**src/rtl/truth_table_sweeper.sv**
```systemverilog
// truth_table_sweeper: drives every N_IN-bit input vector to a combinational
// DUT in ascending order, holds each for HOLD cycles, samples the DUT output
// in the last cycle of each window and checks it against the EXPECT table.
// Optional build macro: TT_CAPTURE_EN adds the captured_tt output holding the
// measured truth table of the last sweep.
module truth_table_sweeper #(
   parameter int unsigned         N_IN   = 4,
   parameter int unsigned         HOLD   = 20,
   parameter logic [2**N_IN-1:0]  EXPECT = '0
) (
   input  logic              clk,
   input  logic              rst_n,
   input  logic              start,
   output logic [N_IN-1:0]   dut_in,
   input  logic              dut_out,
   output logic              busy,
   output logic              done,
   output logic              pass,
   output logic [N_IN:0]     err_count,
   output logic [N_IN-1:0]   first_err_vec,
   output logic              err_seen
`ifdef TT_CAPTURE_EN
   ,
   output logic [2**N_IN-1:0] captured_tt
`endif
);

   localparam int unsigned ERR_W = N_IN + 1;
   localparam int unsigned CNT_W = (HOLD > 1) ? $clog2(HOLD) : 1;

   localparam logic [1:0] IDLE  = 2'd0;
   localparam logic [1:0] APPLY = 2'd1;
   localparam logic [1:0] DONE  = 2'd2;

   localparam logic [CNT_W-1:0] HOLD_LAST = CNT_W'(HOLD - 1);
   localparam logic [N_IN-1:0]  VEC_LAST  = '1;

   logic [1:0]       state, state_nxt;
   logic [CNT_W-1:0] hold_cnt, hold_cnt_nxt;
   logic [N_IN-1:0]  dut_in_nxt;
   logic             busy_nxt;
   logic             done_nxt;
   logic             pass_nxt;
   logic [N_IN:0]    err_count_nxt;
   logic [N_IN-1:0]  first_err_vec_nxt;
   logic             err_seen_nxt;
`ifdef TT_CAPTURE_EN
   logic [2**N_IN-1:0] captured_tt_nxt;
`endif

   // State and result registers; reset aborts any sweep and clears all results.
   always_ff @(posedge clk or negedge rst_n) begin
      if (!rst_n) begin
         state         <= IDLE;
         hold_cnt      <= '0;
         dut_in        <= '0;
         busy          <= 1'b0;
         done          <= 1'b0;
         pass          <= 1'b0;
         err_count     <= '0;
         first_err_vec <= '0;
         err_seen      <= 1'b0;
`ifdef TT_CAPTURE_EN
         captured_tt   <= '0;
`endif
      end else begin
         state         <= state_nxt;
         hold_cnt      <= hold_cnt_nxt;
         dut_in        <= dut_in_nxt;
         busy          <= busy_nxt;
         done          <= done_nxt;
         pass          <= pass_nxt;
         err_count     <= err_count_nxt;
         first_err_vec <= first_err_vec_nxt;
         err_seen      <= err_seen_nxt;
`ifdef TT_CAPTURE_EN
         captured_tt   <= captured_tt_nxt;
`endif
      end
   end

   // Next-state and next-result logic: accept start when idle/done, step
   // through vectors, compare on the last cycle of each hold window.
   always_comb begin
      state_nxt         = state;
      hold_cnt_nxt      = hold_cnt;
      dut_in_nxt        = dut_in;
      busy_nxt          = busy;
      done_nxt          = done;
      pass_nxt          = pass;
      err_count_nxt     = err_count;
      first_err_vec_nxt = first_err_vec;
      err_seen_nxt      = err_seen;
`ifdef TT_CAPTURE_EN
      captured_tt_nxt   = captured_tt;
`endif

      case (state)
         IDLE, DONE: begin
            if (start) begin
               state_nxt         = APPLY;
               hold_cnt_nxt      = '0;
               dut_in_nxt        = '0;
               busy_nxt          = 1'b1;
               done_nxt          = 1'b0;
               pass_nxt          = 1'b0;
               err_count_nxt     = '0;
               first_err_vec_nxt = '0;
               err_seen_nxt      = 1'b0;
`ifdef TT_CAPTURE_EN
               captured_tt_nxt   = '0;
`endif
            end
         end

         APPLY: begin
            if (hold_cnt == HOLD_LAST) begin
`ifdef TT_CAPTURE_EN
               captured_tt_nxt[dut_in] = dut_out;
`endif
               if (dut_out != EXPECT[dut_in]) begin
                  err_count_nxt = err_count + ERR_W'(1);
                  if (!err_seen) begin
                     first_err_vec_nxt = dut_in;
                     err_seen_nxt      = 1'b1;
                  end
               end
               if (dut_in == VEC_LAST) begin
                  state_nxt = DONE;
                  busy_nxt  = 1'b0;
                  done_nxt  = 1'b1;
                  pass_nxt  = (err_count_nxt == '0);
               end else begin
                  dut_in_nxt   = dut_in + N_IN'(1);
                  hold_cnt_nxt = '0;
               end
            end else begin
               hold_cnt_nxt = hold_cnt + CNT_W'(1);
            end
         end

         default: state_nxt = IDLE;
      endcase
   end

endmodule

```
**config.mk**
```make
export PLATFORM = sky130hd
export DESIGN_NAME = truth_table_sweeper
export DESIGN_NICKNAME = d
export VERILOG_FILES = /design/src/rtl/truth_table_sweeper.sv
export SDC_FILE = /design/constraint.sdc
export NUM_CORES = 1
export LEC_CHECK = 0
export CORE_MARGIN = 4
export CORE_UTILIZATION = 40
export DETAILED_ROUTE_END_ITERATION = 16
export PLACE_DENSITY_LB_ADDON = 0.12
export SYNTH_ARGS = -nofsm -noshare
export SYNTH_HDL_FRONTEND = slang
export SYNTH_SLANG_ARGS = --single-unit
export TNS_END_PERCENT = 20
```
**constraint.sdc**
```tcl
create_clock -name clk -period 1.3 [get_ports clk]
set_input_delay 0.26 -clock clk [delete_from_list [all_inputs] [get_ports clk]]
set_output_delay 0.26 -clock clk [all_outputs]
set_load 0.05 [all_outputs]
```
==> results of run 1 <==
layer usage:
| layer | track usage | part of all wire | vias up |
|---|---|---|---|
| met1 | 0.227 | 0.46 | 524 |
| met2 | 0.276 | 0.49 | 15 |
| met5 | 0 | 0 | - |
| met3 | 0.0266 | 0.029 | 5 |
| met4 | 0.0647 | 0.016 | 0 |
| li1 | - | - | 546 |
placed cells by master (no fill, tap or decap), types with 5 or more instances in the layout:
cell type / count
buf_12: 18
buf_4: 19
buf_6: 6
dfrtp_1: 17
dfrtp_2: 7
nand2_1: 17
nor2_1: 5
o21ai_0: 7
o21ai_1: 11
logic make-up after synthesis:
kind of cell | Yosys count | share of synthesized area
AO/OA/AOI/OAI | 32 | 0.145
flip-flops | 24 | 0.487
buffers and inverters | 4 | 0.0152
XOR/XNOR | 5 | 0.0355
adder cells (fa/ha/maj) | 3 | 0.0305
AND/OR/NAND/NOR | 55 | 0.269
multiplexers | 2 | 0.0173
registers in the layout, summed over array words and instances, names as in the netlist:
signal         flops
busy               1
done               1
dut_in             4
err_count          5
err_seen           1
first_err_vec      4
hold_cnt           5
pass               1
state              2
path summary, 6_finish.rpt:
path | startpoint | endpoint | slack (ns) | depth (start not counted)
worst max-delay path | hold_cnt[1]$_DFFE_PN0P_ | dut_in[2]$_DFFE_PN0P_ | -0.13 | 5
worst min-delay path | rst_n | done$_DFFE_PN0P_ | 0.26 | 2
worst max register to register | hold_cnt[1]$_DFFE_PN0P_ | dut_in[2]$_DFFE_PN0P_ | -0.13 | 5
worst min register to register | busy$_DFFE_PN0P_ | busy$_DFFE_PN0P_ | 0.57 | 1
max in group asynchronous | rst_n | err_count[0]$_DFFE_PN0P_ | 0.88 | 2
min in group clk | busy$_DFFE_PN0P_ | busy$_DFFE_PN0P_ | 0.57 | 1
worst max-delay path, delay by kind of cell, from the launching register on:
family          cells  cell delay [ns]
simple gates        2             0.38
compound gates      1             0.11
flops               1             0.42
fa+ha+maj           1             0.18
mux                 1             0.27
power by group through the flow:
stage | combinational (mW) | sequential, mW | clock (mW)
5_1_grt | 2.08 | 1.21 | 0.454
4_1_cts | 1.89 | 1.18 | 0.416
3_3_place_gp | 1.76 | 1.16 | 0
6_report | 1.94 | 1.17 | 0.405
2_1_floorplan | 0.514 | 1.53 | 0
3_5_place_dp | 1.79 | 1.17 | 0
cell usage after synthesis (2+ instances only):
library cell  count
nor3_1            2
buf_2             3
ha_1              3
nor2b_1           2
a31oi_1           2
nand2b_1          4
nand4_1           3
nand2_1          22
nor2_1            8
o21ai_0          14
o21ai_1           8
a21oi_1           3
dfrtp_1          24
nand3_1           2
xor2_1            4
cell type report:
type	instances	area [sq um]	area share
inverter	1	3.75	0.00186
tap	31	38.8	0.0192
timing repair buffer	46	601	0.297
multi-input combinational	97	733	0.363
clock buffer	4	36.3	0.0179
sequential	24	609	0.301
stage by stage:
stage / total power, mW / std cells / setup slack, ns / cell area (sq um)
after floorplan: 2.04 / 125 / -0.0881 / 1300
after global placement: 2.91 / 194 / -0.245 / 1860
after detailed placement: 2.96 / 194 / -0.302 / 1860
after CTS: 3.49 / 202 / -0.139 / 1970
after global routing: 3.74 / 203 / -0.217 / 2020
final: 3.52 / 203 / -0.134 / 2020
timing repair:
action | in CTS | in global routing
buffers inserted | 4 | 1
setup endpoints to repair | 27 | 29
pin swaps | 9 | 4
resized for setup | 12 | 19
==> metrics.csv, run 1 <==
metric;value;unit
yosys warns;0;
total congestion overflow;0;
Worst Hold Class;in -> async;
Die W;63.5;um
CTS sink cnt;24;
Worst setup EP type;register;
I/O Pins;21;
DR WL/cell;14.9;um
CP Max Fanout;6;
Layout Skew;0.00531;ns
Max Root-Sink Buffers;2;
number of cell rows;19;
switching pwr;1.39;mW
post-synth top area cell;dfrtp_1;
crit-path cells;ha_4 > and4bb_4 > nand2_1 > mux2_4 > o21ai_2;
Netlist Area Pre-Place;1230;sq um
Core ar.;2850;sq um
Critical Path RT;1.56;ns
ANT nets after route;0;
aggregate routed wire length;3030;um
area share of the largest cell type after synthesis;0.487;
Final period util;1.10;
fillers;227;
Clock Power Share;0.115;
ratio of cells with drive above 1 in the final layout;0.471;
Setup Viol. Count Final;22;
Leak;0.866;nW
worst skew pair latency;0.33;ns
Synth cell types;36;
Sw Ratio;0.396;
initial antenna violation count;0;
dpl hpwl;2240;um
Final Util;0.709;
Clock transition at path regs;0.13;ns
Final Hold Vio Count;0;
CTS tree;yes;
routed vias;1090;
cts hold-fix bufs;0;
Layout area overhead;64.1;%
Min Hold Slack;0.257;ns
synthesized instance count;125;
top cells by area, synth;dfrtp_1 49%, nand2_1 6.7%, o21ai_0 5.7%;
Avg Inst Size Synth;9.86;sq um
Pre-antenna DRT Iters;4;
Avg Vias per Cell;5.37;
RSZ-0062 raised after global routing;yes;
CTS buffer count;3;
Pint;2.12;mW
EDFF count, synth;0;
gpl congestion;0.790;
# port buffers;20;
Worst IR Drop VDD;1.15;mV
Diodes inserted;0;
initial core utilization;0.432;
Die Ht;63.5;um
Slew Limit Headroom;0.795;
Sequential Power Share;0.334;
FFs w/ async S/R, synth;1.00;
Gate power share;0.551;
outcome;finished, violations left;
Setup CP Type;reg -> reg;
vias in the first global route;1173;
DRC viols;0;
Final TNS setup;-1.00;ns
violated checks;negative setup slack;
Synth Flop Type;dfrtp_1;
Critical Path AT;1.69;ns
clk root buf;clkbuf_4;
Least-Margin Pin Slew;0.308;ns
max incr delay on CP;0.42;ns
minimum clock period;1.43;ns
Critical Path Source Type;register;
GRT Util Overall;0.170;
Clock H-tree levels;1;
syn nets;132;
Setup WS post-layout;-0.134;ns
pwr/cell area;1740;nW/um^2
register area share after synthesis;0.487;
max-cap viol count;0;
DIE AREA;4030;sq um
Critical-path top delay cell;dfrtp_1;
first-pass GRT wire length;5490;um
First DRT Iteration DRCs;30;
largest net degree at the start of global routing;25;
Slew Viols, Final;0;
Nets;180;
fmax;697;MHz
#FFs+latches synth;24;
Power figures use the tool's default switching activity.
==> run 2: changes to the inputs <==
- CORE_MARGIN: 4 -> 3
==> metrics.csv, run 2 (synthesized netlist as in run 1, its figures left out) <==
metric;value;unit;change
Setup Viol. Count Final;24;;+9.1%
reg2reg path depth;5;;unchanged
Worst Hold Class;in -> async;;
Leak;0.858;nW;-0.90%
GRT Util Overall;0.192;;+0.0219
Slew Limit Headroom;0.775;;-0.0194
CTS sink cnt;24;;unchanged
outcome;finished, violations left;;
Critical Path AT;1.65;ns;-0.04 ns
crit-path cells;ha_4 > and4bb_4 > nand2_2 > o211ai_1 > o21ai_2;;
ratio of cells with drive above 1 in the final layout;0.497;;+0.0262
DRC viols;0;;unchanged
total congestion overflow;0;;unchanged
aggregate routed wire length;3240;um;+7.1%
Core ar.;2850;sq um;unchanged
Critical Path Source Type;register;;
Final period util;1.11;;+0.00422
max incr delay on CP;0.42;ns;about the same
Avg Vias per Cell;5.57;;+3.7%
R2R Setup Slk;-0.14;ns;about the same
largest net degree at the start of global routing;25;;unchanged
Nets;181;;+0.56%
violated checks;negative setup slack;;
Post-Place Worst Slack;-0.255;ns;+0.0470 ns
number of cell rows;19;;unchanged
Layout area overhead;67.0;%;
minimum clock period;1.44;ns;+0.00548 ns
Die W;61.5;um;-3.1%
I/O Pins;21;;unchanged
vias in the first global route;1159;;-1.2%
initial antenna violation count;0;;unchanged
Max Root-Sink Buffers;2;;unchanged
First DRT Iteration DRCs;34;;+13%
ANT nets after route;0;;unchanged
pwr/cell area;1740;nW/um^2;about the same
RSZ-0062 raised after global routing;yes;;
Diodes inserted;0;;unchanged
DR WL/cell;15.9;um;+6.6%
Clock H-tree levels;1;;unchanged
r2r startpoint;hold_cnt[0]$_DFFE_PN0P_;;
Critical-path top delay cell;dfrtp_1;;
Post-Place Cells;197;;+1.5%
Cell Count, Final, Fillers Out;204;;+0.49%
Setup WS post-layout;-0.139;ns;-0.00548 ns
clk root buf;clkbuf_4;;
Pre-antenna DRT Iters;4;;unchanged
gpl congestion;0.807;;+2.1%
Setup CP Type;reg -> reg;;
Worst IR Drop VDD;1.16;mV;+1.3%
initial core utilization;0.432;;unchanged
worst skew pair latency;0.32;ns;about the same
Worst R2R End;dut_in[2]$_DFFE_PN0P_;;
largest registers;err_count: 5 flops, hold_cnt: 5 flops;;
Worst setup EP type;register;;
first-pass GRT wire length;5350;um;-2.5%
Critical Path RT;1.51;ns;-0.05 ns
Least-Margin Pin Slew;0.337;ns;+0.0288 ns
fmax;695;MHz;-0.38%
Clock transition at path regs;0.14;ns;about the same
Slew Viols, Final;0;;unchanged
most frequent cells in the layout;18 x nand2_1, 18 x buf_12, 18 x buf_4, 16 x dfrtp_1, 9 x o21ai_1;;
CTS buffer count;3;;unchanged
DIE AREA;3780;sq um;-6.2%
# port buffers;20;;unchanged
CP Max Fanout;5;;-1
Final Util;0.721;;+0.0127
max-cap viol count;0;;unchanged
Layout Skew;0.0106;ns;+0.00525 ns
Die Ht;61.5;um;-3.1%
dpl hpwl;2370;um;+5.5%
routed vias;1136;;+4.2%
Final Hold Vio Count;0;;unchanged
CTS tree;yes;;
[run 2: how the worst max path moves through the flow]
stage | from | end | slack (ns) | cells past startpoint
CTS | hold_cnt[1]$_DFFE_PN0P_ | dut_in[2]$_DFFE_PN0P_ | -0.13 | 5
finish | hold_cnt[0]$_DFFE_PN0P_ | dut_in[2]$_DFFE_PN0P_ | -0.14 | 5
floorplan | dut_in[0]$_DFFE_PN0P_ | hold_cnt[0]$_DFFE_PN0P_ | -0.09 | 5
global route | hold_cnt[0]$_DFFE_PN0P_ | dut_in[2]$_DFFE_PN0P_ | -0.20 | 5
detailed placement | start | hold_cnt[2]$_DFFE_PN0P_ | -0.26 | 5
global placement | start | done$_DFFE_PN0P_ | -0.23 | 6
[run 2: timing repair]
action / in CTS / in global routing
resized for setup: 13 / 23
setup buffers: 3 / 0
hold buffers: 0 / 0
setup endpoints to repair: 28 / 28
pin swaps: 11 / 10
[run 2: through the flow]
stage | TNS, ns | hold slack, ns | cell area, sq um | total power, mW
after floorplan | -0.905 | -0.0356 | 1300 | 2.04
after global placement | -3.93 | 0.543 | 1890 | 2.94
after detailed placement | -4.08 | 0.560 | 1890 | 3.00
after CTS | -1.31 | 0.270 | 1980 | 3.55
after global routing | -3.27 | 0.266 | 2060 | 3.81
final | -1.63 | 0.270 | 2060 | 3.58
[run 2: report_power, final]
group          total [mW]  switching, mW  internal (mW)
logic                1.99          0.947           1.04
clock network       0.401          0.230          0.171
registers            1.19          0.243          0.944
total                3.58           1.42           2.16
[run 2: critical path: cells and delay by family, from the launching register on]
| kind | cells | cell delay (ns) |
|---|---|---|
| flip-flops | 1 | 0.42 |
| adder cells (fa/ha/maj) | 1 | 0.18 |
| AND/OR/NAND/NOR | 2 | 0.41 |
| AO/OA/AOI/OAI | 2 | 0.31 |
[run 2: area by class of cell]
| cell class | count | area [sq um] |
|---|---|---|
| inverter | 1 | 3.75 |
| timing repair buffer | 47 | 616 |
| sequential | 24 | 611 |
| multi-input combinational | 97 | 753 |
| clock buffer | 4 | 36.3 |
| tap | 31 | 38.8 |
| fill | 198 | 795 |
[run 2: metal layers]
metal / track usage / vias up / part of all wire
li1: - / 554 / -
met1: 0.259 / 542 / 0.44
met2: 0.320 / 35 / 0.50
met3: 0.0294 / 5 / 0.046
met4: 0.0545 / 0 / 0.014
met5: 0 / - / 0
